## config.mk

```make
export PLATFORM = sky130hd
export DESIGN_NAME = light_show_sequencer
export DESIGN_NICKNAME = d
export VERILOG_FILES = /design/src/rtl/light_show_sequencer.sv
export SDC_FILE = /design/constraint.sdc
export NUM_CORES = 1
export LEC_CHECK = 0
export CORE_MARGIN = 3
export CORE_UTILIZATION = 47
export DETAILED_ROUTE_END_ITERATION = 16
export HOLD_SLACK_MARGIN = 0.15
export PLACE_DENSITY = 0.76
export SETUP_SLACK_MARGIN = 0.3
export SKIP_LAST_GASP = 1
export SYNTH_ARGS = -nofsm -noshare
export SYNTH_HDL_FRONTEND = slang
export SYNTH_SLANG_ARGS = --single-unit
```

## constraint.sdc

```tcl
create_clock -name clk -period 2.2 [get_ports clk]
set_input_delay 0.44 -clock clk [delete_from_list [all_inputs] [get_ports clk]]
set_output_delay 0.44 -clock clk [all_outputs]
set_load 0.01 [all_outputs]
```

## src/rtl/light_show_sequencer.sv

```systemverilog
// Show scheduler: launches one pattern engine at a time, mirrors its lights,
// inserts a dark gap between patterns and forces an advance if an engine hangs.
module light_show_sequencer #(
    parameter int NUM_PATTERNS = 4,
    parameter int CLKS_PER_MS  = 50000,
    parameter int GAP_MS       = 500,
    parameter int TIMEOUT_MS   = 30000,
    localparam int IDX_W       = (NUM_PATTERNS > 2) ? $clog2(NUM_PATTERNS) : 1
) (
    input  logic                      clk,
    input  logic                      rst_n,
    input  logic                      enable,
    input  logic                      skip,
    input  logic [NUM_PATTERNS-1:0]   pattern_finished,
    input  logic [8*NUM_PATTERNS-1:0] pattern_lights,
    output logic [NUM_PATTERNS-1:0]   pattern_go,
    output logic [7:0]                lights,
    output logic [IDX_W-1:0]          active_idx,
    output logic                      busy,
    output logic                      timeout_err
);

    localparam int PRESC_W = (CLKS_PER_MS > 1) ? $clog2(CLKS_PER_MS) : 1;

    typedef enum logic [1:0] {
        S_IDLE,
        S_LAUNCH,
        S_RUN,
        S_GAP
    } state_t;

    state_t                    state_q, state_d;
    logic [PRESC_W-1:0]        presc_q, presc_d;
    logic [19:0]               ms_q, ms_d;
    logic [NUM_PATTERNS-1:0]   fin_prev_q;
    logic [IDX_W-1:0]          idx_q, idx_d;
    logic [NUM_PATTERNS-1:0]   go_q, go_d;
    logic [7:0]                lights_q, lights_d;
    logic                      terr_q, terr_d;

    logic                      tick;
    logic                      completion;
    logic                      timeout_hit;
    logic                      gap_done;
    logic [IDX_W-1:0]          idx_inc;

    assign tick        = (presc_q == PRESC_W'(CLKS_PER_MS - 1));
    // A finished that is already high when the engine is launched does not count.
    assign completion  = pattern_finished[idx_q] & ~fin_prev_q[idx_q];
    assign timeout_hit = (ms_q == 20'(TIMEOUT_MS));
    assign gap_done    = (GAP_MS == 0) || (ms_q == 20'(GAP_MS)) || skip;
    assign idx_inc     = (idx_q == IDX_W'(NUM_PATTERNS - 1)) ? '0 : idx_q + IDX_W'(1);

    always_comb begin
        state_d = state_q;
        idx_d   = idx_q;
        terr_d  = terr_q;
        case (state_q)
            S_IDLE: begin
                if (enable) begin
                    state_d = S_LAUNCH;
                end
            end
            S_LAUNCH: begin
                state_d = S_RUN;
            end
            S_RUN: begin
                if (timeout_hit) begin
                    terr_d = 1'b1;
                end
                if (completion || timeout_hit || skip) begin
                    state_d = S_GAP;
                end
            end
            S_GAP: begin
                if (gap_done) begin
                    state_d = S_LAUNCH;
                    idx_d   = idx_inc;
                end
            end
            default: begin
                state_d = S_IDLE;
            end
        endcase
        // Disable wins over every other transition and freezes the index.
        if (!enable) begin
            state_d = S_IDLE;
            idx_d   = idx_q;
        end
    end

    always_comb begin
        presc_d = presc_q + PRESC_W'(1);
        ms_d    = ms_q;
        if (state_d != state_q) begin
            presc_d = '0;
            ms_d    = '0;
        end else if (tick) begin
            presc_d = '0;
            ms_d    = ms_q + 20'd1;
        end
    end

    always_comb begin
        go_d = '0;
        if (state_d == S_LAUNCH) begin
            go_d = NUM_PATTERNS'(1) << idx_d;
        end
        lights_d = '0;
        if (state_q == S_LAUNCH || state_q == S_RUN) begin
            lights_d = pattern_lights[8*idx_q +: 8];
        end
    end

    always_ff @(posedge clk or negedge rst_n) begin
        if (!rst_n) begin
            state_q    <= S_IDLE;
            presc_q    <= '0;
            ms_q       <= '0;
            fin_prev_q <= '0;
            idx_q      <= '0;
            go_q       <= '0;
            lights_q   <= '0;
            terr_q     <= 1'b0;
        end else begin
            state_q    <= state_d;
            presc_q    <= presc_d;
            ms_q       <= ms_d;
            fin_prev_q <= pattern_finished;
            idx_q      <= idx_d;
            go_q       <= go_d;
            lights_q   <= lights_d;
            terr_q     <= terr_d;
        end
    end

    assign pattern_go  = go_q;
    assign lights      = lights_q;
    assign active_idx  = idx_q;
    assign busy        = (state_q != S_IDLE);
    assign timeout_err = terr_q;

endmodule

```

=== Word level (Yosys, flattened, before mapping) ===
Cells that the tools add are included.

* Flip-flop bits (word level): 57
* Bits in latches: 0
* RAM bits: 0
* Bits in read-only memories: 0
* Input port bits: 40
* Output and inout bits: 16
* Memories kept: 0

* Add/subtract/negate cells: 3
* Multipliers: 0
* Div/mod/pow operators: 0
* Magnitude comparators: 1
* Eq/ne operators: 9
* Shifts and indexed selects: 2
* Mux-type cells: 18
* Bitwise logic cells: 2
* Reductions and logical operators: 8

{| class="wikitable"
|+ Operators with widths
! operator !! number
|-
| 20-bit 2-to-1 mux || 2
|-
| 16-bit 2-to-1 mux || 2
|-
| 32-bit by 6-bit variable part select with 8-bit output || 1
|-
| 20-bit by 1-bit adder with 20-bit output (second input constant) || 1
|-
| 20-bit by 15-bit == test with 1-bit output (second input constant) || 1
|-
| 20-bit by 9-bit == test with 1-bit output (second input constant) || 1
|-
| 16-bit by 1-bit adder with 16-bit output (second input constant) || 1
|-
| 16-bit == test (second input constant) || 1
|-
| 2-bit 2-to-1 mux || 7
|-
| 8-bit 2-to-1 mux || 1
|-
| 2-bit one-hot mux with 4 select lines || 1
|-
| 2-bit == test (second input constant) || 3
|-
| 1-bit binary-select mux with 2-bit select || 2
|-
| 2-bit by 1-bit == test with 1-bit output (second input constant) || 2
|-
| 1-bit logical OR || 4
|-
| 4-bit 2-to-1 mux || 1
|-
| 2-bit nonzero test || 2
|-
| 1-bit by 2-bit left shift with 4-bit output (first input constant) || 1
|-
| 2-bit by 3-bit < comparator with 1-bit output (second input constant) || 1
|-
| 2-bit by 1-bit adder with 2-bit output (second input constant) || 1
|-
| 2-bit logical NOT || 1
|-
| 1-bit 2-to-1 mux || 2
|-
| 2-bit inequality test || 1
|-
| 2-bit AND reduction || 1
|-
| other kinds (2) || 2
|}

=== Longest topological paths before layout ===
* Depth after elaboration: 11
* Mapped depth: 9

=== Worst setup path after synthesis ===
No wires, ideal clock.

* Kind: register to register
* From: reg ms_q[17]
* To: reg ms_q[10]
* Arrival: 2.125 ns
* Data required time: 2.075 ns
* Setup slack: -0.050 ns
* Cell stages (with the launch flop): 8
* Period minus slack after synthesis: 2.250 ns
* Path through: dfrtp_1 -> or4_1 -> nor3_2 -> a21oi_1 -> or2_2 -> a31oi_4 -> buf_2 -> nor3_1

* Word-level cells in the longest chain between the ends: 8

{| class="wikitable"
|+ RTL lines
! what !! line !! RTL
|-
| from (decl) || 34 || <nowiki>logic [19:0] ms_q, ms_d;</nowiki>
|-
| from (signal assigned) || 128 || <nowiki>ms_q <= ms_d;</nowiki>
|-
| 20-bit by 15-bit == test with 1-bit output || 50 || <nowiki>assign timeout_hit = (ms_q == 20'(TIMEOUT_MS));</nowiki>
|-
| 1-bit logical OR (2 in a row) || 71 || <nowiki>if (completion || timeout_hit || skip) begin</nowiki>
|-
| 2-bit 2-to-1 mux || 71 ||
|-
| 2-bit one-hot mux with 4 select lines * || 58 || <nowiki>case (state_q)</nowiki>
|-
| 2-bit 2-to-1 mux * || 86 || <nowiki>if (!enable) begin</nowiki>
|-
| 2-bit inequality test * || 95 || <nowiki>if (state_d != state_q) begin</nowiki>
|-
| 20-bit 2-to-1 mux or 2-bit nonzero test (tied branches) || n/a ||
|}

Mark *: on every way between the ends. The rest lies on a longest branch, timed or not.
A chain may end at the register's enable or synchronous reset.

=== Final worst setup path ===
* From: reg ms_q[3]
* To: reg presc_q[3]

* Word-level cells in the longest chain between the ends: 8

{| class="wikitable"
|+ RTL lines
! what !! line !! RTL
|-
| 20-bit by 15-bit == test with 1-bit output || 50 ||
|-
| 1-bit logical OR (2 in a row) || 71 ||
|-
| 2-bit 2-to-1 mux || 71 ||
|-
| 2-bit one-hot mux with 4 select lines * || 58 ||
|-
| 2-bit 2-to-1 mux * || 86 ||
|-
| 2-bit inequality test * || 95 ||
|-
| 16-bit 2-to-1 mux * || 95 ||
|-
| named net presc_d[3] || 33 || <nowiki>logic [PRESC_W-1:0] presc_q, presc_d;</nowiki>
|-
| to (signal assigned) || 127 || <nowiki>presc_q <= presc_d;</nowiki>
|-
| to (decl) || 33 ||
|}

The timed path passes the listed nets; every way through them passes the cells marked *.

==> summary.txt <==
status - complete, but fails checks
violated checks - negative setup slack
Die Wd - 86.13 um
Post-DRT Antenna Nets - 0
unique cell type count in the Yosys netlist - 41
Setup crit end - presc_q[3]
RSZ-0062 raised after global routing - yes
area growth from synthesis to layout - 53.81%
initial antenna violation count - 0
Syn Inst Count - 274
endpoints failing setup - 37
clk buf depth - 2
CTS H-tree lvls - 3
initial cell density of the core - 0.4979
Final #Nets - 428
Die Span Y - 86.13 um
Final period util - 1.040
post-DR wirelength/cell - 16.38 um
GRT Residual Overflow - 0
Setup crit start kind - flop
Hold Vio Cnt, Final - 0
Final Util - 0.7659
1st-iter DRT viols - 142
Site Rows - 28
DR pass1 iterations - 4
CP Class - flop to flop
core area - 6061 sq um
pins over their slew limit - 0
R2R setup slack - -90 ps
Routability Congestion - 0.8248
vias - 2520
DP HPWL - 4861 um
Seq/Total Area, Yosys - 0.4726
largest net degree at the start of global routing - 34
WL final - 7536 um
dominant synthesized flop cell - dfrtp_1
Critical Path End Type - flop
Design Power - 3.838 mW
ys async rst share - 1.000
Peak VDD IR - 0.8777 mV
worst-skew pair later-pin latency - 340 ps
Max-Cap Viols - 0
skew final - 11.65 ps
leakage - 1.922 nW
RR Startpoint - ms_q[3]
TritonCTS Sinks - 57
antenna cells - 0
Least-Margin Pin Slew - 592.6 ps
post-synth net total - 322
vias in the first global route - 2765
Hold Path Class - flop to flop
vias per std cell - 5.478
Req. time, crit path - 2420 ps
reg2reg end - presc_q[3]
post-layout min period - 2287 ps
Fin Hold WS - 460.9 ps
clock-pin slew on the worst setup and hold paths - 70 ps
IO buf count - 55
Die ar. - 7418 sq um
# IOs - 56
share of cells above drive strength 1 - 0.3558
number of synthesis warnings - 0
total track usage - 0.2203
Crit path arrival time - 2510 ps
final setup margin - -87.18 ps
Root Buffer - clkbuf_8
CTS tree - built
critical path launch point - ms_q[3]
# DRC - 0
PwrDens - 826.9 nW/um^2
Fmax achieved - 437.2 MHz
synthesized flop and latch total - 57
Mapped Area - 3018 sq um
Post-synth EDFFs - 0
CTS buffer count - 9
first-pass GRT wire length - 12620 um
Crit Path Max Fanout - 12
Avg Synthesized Cell Area - 11.01 sq um
Slew HR - 0.6049
Worst R2R Path Depth - 9
## sequential cells by signal, summed over array words and instances, names as in the netlist
register     cells
active_idx       2
fin_prev_q       4
lights           8
ms_q            20
pattern_go       4
presc_q         16
state_q          2
timeout_err      1
## worst min path at each step
stage | slack, ps | cells past startpoint | to | startpoint
4_1_cts | 470 | 1 | timeout_err | timeout_err
6_report | 460 | 1 | timeout_err | timeout_err
3_3_place_gp | 450 | 1 | timeout_err | timeout_err
2_1_floorplan | 140 | 0 | active_idx[0] | rst_n
3_5_place_dp | 460 | 1 | timeout_err | timeout_err
5_1_grt | 500 | 1 | timeout_err | timeout_err
## where the power goes
group | internal (mW) | switching, mW
sequential | 1.15 | 0.0597
combinational | 0.729 | 0.687
clock | 0.782 | 0.426
## placed cells by master, fill, tap and decap left out, types with 7 or more instances in the layout
cell type         n
ha_1              7
clkdlybuf4s50_1  51
xnor2_1          14
nor2_1           17
inv_1            11
buf_4            35
and2_1            8
xor2_1           19
dfrtp_1          56
clkbuf_8         10
nand4_1           7
nand3_1           8
mux4_2            8
nand2_1          17
nor3_2           25
## cell usage after synthesis, types with 2 or more instances
library cell  number  area share
ha_1               8       0.033
or4_1              2      0.0050
nand3_1            9       0.015
and2_1             8       0.017
dfrtp_1           57        0.47
xor2_1            19       0.055
nor3_2             2      0.0066
o21ai_0            2      0.0033
nand4b_1           2      0.0058
nor4_4             3       0.021
and4_1             3      0.0087
nor2_1            19       0.024
nor3_1            31       0.051
nand2b_1           2      0.0041
mux2i_1            3       0.010
mux4_2             8       0.060
or2_2              2      0.0041
and3_1             5       0.010
buf_2              6       0.010
nand4_1            7       0.015
nor4_1             6       0.012
xnor2_1           14       0.041
nand2_1           18       0.022
inv_1             14       0.017
a21oi_1            3      0.0050
or3_1              2      0.0041
nor3b_1            2      0.0050
a31oi_4            2       0.014
or4b_1             2      0.0066
nor4b_1            2      0.0058
## cell type report
class / count / area (sq um)
fill: 385 / 1419
clock buffer: 11 / 141.4
tap: 75 / 93.84
clock inverter: 5 / 102.6
sequential: 57 / 1428
multi-input combinational: 193 / 1772
inverter: 14 / 52.55
timing repair buffer: 105 / 1052
## through the flow
stage	setup slack, ps	TNS [ps]	area, sq um	std cells
global placement	-165.9	-5415	4059	431
floorplan	-23.21	-23.21	3183	274
CTS	-83.52	-1554	4498	456
finish	-87.18	-1862	4642	460
detailed placement	-238.0	-6355	4059	431
global route	-182.0	-5632	4642	460
## repair_timing
| action | in CTS | in global routing |
|---|---|---|
| pin swaps | 13 | 11 |
| setup buffers | 7 | 2 |
| hold buffers | 1 | 0 |
| resized for setup | 33 | 20 |
| endpoints found under the hold margin | 24 | 0 |
| endpoints found under the setup margin | 47 | 45 |
| cloned | 1 | 2 |
## layer usage
layer / wire length [um] / global-route usage / part of all wire / up-vias
li1: - / - / - / 1186
met1: 3219 / 0.2765 / 0.43 / 1264
met2: 3899 / 0.3609 / 0.52 / 60
met3: 303 / 0.05572 / 0.040 / 10
met4: 113 / 0.09353 / 0.015 / 0
met5: 0 / 0 / 0 / -
## cell families (layout without fill, tap and decap cells)
kind of cell             Yosys count  in the layout  share of synthesized area
AO/OA/AOI/OAI                     10             10                    0.03192
XOR/XNOR                          34             34                     0.1012
adder cells (fa/ha/maj)            8              8                    0.03317
buffers and inverters             24            135                    0.03607
flip-flops                        57             57                     0.4726
multiplexers                      11             11                    0.06965
AND/OR/NAND/NOR                  130            130                     0.2554
## critical path, stage by stage (launching register included)
cell and delay [ps]:
dfrtp_1 380, or4_4 550, nor3_4 260, buf_6 150
a21oi_4 50, or2_4 240, a31oi_4 180, buf_12 150
buf_12 150, nor4_1 70
Note: power is estimated with default switching activity, not from simulation.
